File: config.mk
export PLATFORM = sky130hd
export DESIGN_NAME = fetch_ctrl
export DESIGN_NICKNAME = d
export VERILOG_FILES = /design/src/rtl/fetch_ctrl.sv
export SDC_FILE = /design/constraint.sdc
export NUM_CORES = 1
export LEC_CHECK = 0
export ABC_AREA = 0
export CORE_UTILIZATION = 25
export DETAILED_ROUTE_END_ITERATION = 8
export SLEW_MARGIN = 20
export SYNTH_ARGS = -nofsm -noshare
export SYNTH_HDL_FRONTEND = slang
export SYNTH_SLANG_ARGS = --single-unit
File: constraint.sdc
create_clock -name Clk -period 3.6 [get_ports Clk]
set_input_delay 0.72 -clock Clk [delete_from_list [all_inputs] [get_ports Clk]]
set_output_delay 0.72 -clock Clk [all_outputs]
set_load 0.03 [all_outputs]
File: src/rtl/fetch_ctrl.sv
// Program counter and run control for the instruction ROM: start handshake,
// relative branching, halt on Ack, done flag and a saturating run-cycle counter.
//
// state | meaning
// IDLE  | after reset, waiting for Start; PC and cycle count hold
// RUN   | fetching; PC advances or branches every cycle, cycle count increments
// HALT  | halt instruction seen; PC points at it, Done high until next Start
module fetch_ctrl #(
  parameter int PW     = 10,
  parameter int W      = 8,
  parameter int START0 = 0,
  parameter int START1 = 256,
  parameter int START2 = 512,
  parameter int CW     = 16
) (
  input  logic          Clk,
  input  logic          Reset,
  input  logic          Start,
  input  logic [1:0]    ProgSel,
  input  logic          BranchUp,
  input  logic          BranchDown,
  input  logic [W-1:0]  PCTarget,
  input  logic          Ack,
  output logic [PW-1:0] ProgCtr,
  output logic          Running,
  output logic          Done,
  output logic [CW-1:0] CycleCount
);

  typedef enum logic [1:0] {IDLE, RUN, HALT} state_t;

  localparam int XW = (PW > W) ? PW : W;
  localparam logic [PW-1:0] S0 = PW'(START0);
  localparam logic [PW-1:0] S1 = PW'(START1);
  localparam logic [PW-1:0] S2 = PW'(START2);

  state_t        state, state_nxt;
  logic [PW-1:0] pc_nxt, start_pc, pc_fwd, pc_back;
  logic [CW-1:0] cnt_nxt;
  logic [XW-1:0] pc_x, tgt_x, sum_x, diff_x;

  // Branch math done at the wider width; truncation gives modulo-2^PW wrap.
  assign pc_x    = XW'(ProgCtr);
  assign tgt_x   = XW'(PCTarget);
  assign sum_x   = pc_x + tgt_x;
  assign diff_x  = pc_x - tgt_x;
  assign pc_fwd  = sum_x[PW-1:0];
  assign pc_back = diff_x[PW-1:0];

  always_comb begin
    case (ProgSel)
      2'd1:    start_pc = S1;
      2'd2:    start_pc = S2;
      default: start_pc = S0;
    endcase
  end

  always_comb begin
    state_nxt = state;
    pc_nxt    = ProgCtr;
    cnt_nxt   = CycleCount;
    case (state)
      IDLE, HALT: begin
        if (Start) begin
          state_nxt = RUN;
          pc_nxt    = start_pc;
          cnt_nxt   = '0;
        end
      end
      RUN: begin
        if (CycleCount != {CW{1'b1}}) cnt_nxt = CycleCount + CW'(1);
        if (Ack)             state_nxt = HALT;
        else if (BranchDown) pc_nxt    = pc_fwd;
        else if (BranchUp)   pc_nxt    = pc_back;
        else                 pc_nxt    = ProgCtr + PW'(1);
      end
      default: state_nxt = IDLE;
    endcase
  end

  always_ff @(posedge Clk) begin
    if (Reset) begin
      state      <= IDLE;
      ProgCtr    <= '0;
      CycleCount <= '0;
    end else begin
      state      <= state_nxt;
      ProgCtr    <= pc_nxt;
      CycleCount <= cnt_nxt;
    end
  end

  assign Running = (state == RUN);
  assign Done    = (state == HALT);

endmodule

==> reports/metrics.yaml <==
start_util: 0.263
portBuffers: 43
p_sw_w: 0.000204
worstMarginPinSlew_ns: 0.660
finalSetupViolCount: 0
p_comb_frac: 0.256
powerDensity_nw_per_um2: 267
io_pins: 44
clockRootBuffer: "clkbuf_8"
synth-edff-count: 0
crit_path_start_kind: "primary input"
path_class: "primary input to flop"
power.total_w: 0.000701
wl_met2_microns: 2300
num_vias: 1983
drt-initial-drc-count: 63
cts_max_path_buffers: 2
cts_inserted_buffers: 3
ir_worst_vdd_v: 0.000133
drive_gt1_frac: 0.106
yosysWarnings: 0
worstPathCellList: "clkdlybuf4s50_1, nor2b_1, ha_1, nand2_1, nor3_2, a211oi_1, a31o_2, a22o_1, ha_1, or2_2, a211oi_1, a21oi_1, a31oi_1, nor4b_1"
highest_layer: "met4"
status: "finished, final reports clean"
netlist_area_sq_um: 1950
avgRoutedWirePerCell_microns: 13.6
wl_met3_microns: 216
layout_common_cells: "clkdlybuf4s50_1 (43), dfxtp_1 (28), nor2_1 (17), nand3_1 (17), nand2_1 (16)"
core_area_sq_um: 7410
worst_path_max_delay_cell: "clkdlybuf4s50_1"
grt_overflow: 0
arrival_ns: 3.46
clkLatencyLatePin_ns: 0.27
async_flop_share: 0
n_antenna_cell: 0
cts_tree: "yes"
remaining_drc_errors: 0
ant_nets: 0
clkPwrFrac: 0.276
grt_max_degree: 16
period_share: 0.922
clkTransAtPathRegs_ns: 0.10
layout_setup_ws_ns: 0.282
h-tree-depth: 1
wl_met1_microns: 2610
worst_setup_path_end_kind: "flop"
syn_nets: 259
cp_slowest_stage_delay_ns: 0.51
drv_slew: 0
max_clock_freq_mhz: 301
hpwl_microns: 3960
fin_crit_ns: 3.32
crit_required_ns: 3.74
hp-class: "flop to flop"
gp_congestion: 0.802
critPathMaxFanout: 4
rsz0062_at_grt: "false"
ys_seq_area_frac: 0.288
viasPerCell: 5.20
power.internal_w: 0.000496
final_nets: 312
ys_seq_elements: 28
maxCapViolations: 0
mostFrequentLayoutCell: "clkdlybuf4s50_1"
slew_headroom: 0.558
yosysUniqueCellTypes: 50
num_rows: 31
hold_ws_ns: 0.499
power_frac_seq: 0.468
fp.dieH_microns: 90.3
netlist_instances: 230
grt_pass1_vias: 1885
areaGrowthSynthToFinish_pct: 34.5
p_leak_nw: 1.01
skew_ns: 0.00401
track_usage: 0.126
antenna_found_initial: 0
switching_share: 0.292
synthFlopType: "dfxtp_1"
grt_pass1_wl_microns: 8600
dr.pass1.iters: 4
die_w_microns: 90.3
die_area_sq_um: 8150
place_ws_ns: -0.0439
routed_wl_microns: 5160
syn-mean-instance-area_sq_um: 8.48
finalHoldViolCount: 0
cts_sinks: 28
registers in the layout (all words and copies together), names as in the netlist:
name        cells
state           2
ProgCtr        10
CycleCount     16
stage by stage:
step | std cells | instance area, sq um | setup TNS [ns] | util
after floorplan | 230 | 1950 | 0 | -
after global placement | 377 | 2560 | -0.0246 | 0.346
after detailed placement | 377 | 2560 | -0.0780 | 0.346
after CTS | 381 | 2620 | 0 | 0.353
after global routing | 381 | 2620 | 0 | 0.354
final | 381 | 2620 | 0 | 0.354
cell usage after synthesis (all sizes together), types with 3 or more instances:
| library cell | count | area share |
|---|---|---|
| a21o | 5 | 0.019 |
| nor2b | 6 | 0.019 |
| and3 | 3 | 0.0096 |
| a32o | 3 | 0.015 |
| nand4 | 4 | 0.016 |
| nand2 | 16 | 0.031 |
| nand3 | 17 | 0.044 |
| a2111oi | 4 | 0.024 |
| ha | 12 | 0.077 |
| a31oi | 7 | 0.022 |
| clkbuf | 3 | 0.0058 |
| or4 | 6 | 0.023 |
| inv | 5 | 0.0096 |
| buf | 4 | 0.010 |
| dfxtp | 28 | 0.29 |
| nor3 | 7 | 0.021 |
| a21oi | 13 | 0.033 |
| nor2 | 17 | 0.033 |
| o21ai | 10 | 0.028 |
| o211ai | 8 | 0.031 |
| nand2b | 6 | 0.023 |
| a211oi | 6 | 0.028 |
| xnor2 | 6 | 0.027 |
| xor2 | 9 | 0.040 |
layout make-up:
class,instances,area [sq um]
clock buffer,4,55.1
fill,771,4790
inverter,5,18.8
multi-input combinational,190,1340
tap,99,124
timing repair buffer,55,520
sequential,28,561
per-layer routing:
| layer | up-vias | track usage |
|---|---|---|
| met2 | 47 | 0.208 |
| met3 | 4 | 0.0135 |
| met5 | - | 0 |
| met4 | 0 | 0.0323 |
| met1 | 940 | 0.173 |
| li1 | 992 | - |
kinds of logic (layout without fill, tap and decap cells):
family          count (synthesis)  after routing  synth area share
fa+ha+maj                      13             13            0.0873
flops                          28             28             0.288
mux                             3              3            0.0167
buf+inv                        12             64            0.0257
simple gates                   90             90             0.257
xor+xnor                       15             15            0.0674
compound gates                 69             69             0.258
power by group through the flow:
stage | sequential (W) | combinational, W | clock (W)
global placement | 0.000335 | 0.000178 | 0
global route | 0.000329 | 0.000197 | 0.000214
CTS | 0.000328 | 0.000180 | 0.000199
floorplan | 0.000345 | 0.0000992 | 0
detailed placement | 0.000335 | 0.000178 | 0
finish | 0.000328 | 0.000180 | 0.000193
worst paths after layout:
path	from	endpoint	slack [ns]	cells past startpoint
max	BranchUp	ProgCtr[8]	0.28	14
min	ProgCtr[0]	ProgCtr[0]	0.50	2
max reg2reg	ProgCtr[0]	ProgCtr[8]	1.41	7
min reg2reg	ProgCtr[0]	ProgCtr[0]	0.50	2
timing repair:
item / in CTS / in global routing
buffers inserted: 0 / 0
resized for setup: 0 / 1
endpoints found under the setup margin: 0 / 2
hold buffers: 0 / 0
worst max-delay path, delay by kind of cell:
kind / cells / cell delay, ns
AO/OA/AOI/OAI: 6 / 0.98
adder cells (fa/ha/maj): 2 / 0.48
buffers and inverters: 1 / 0.51
AND/OR/NAND/NOR: 5 / 0.77
Note: power is estimated with default switching activity, not from simulation.
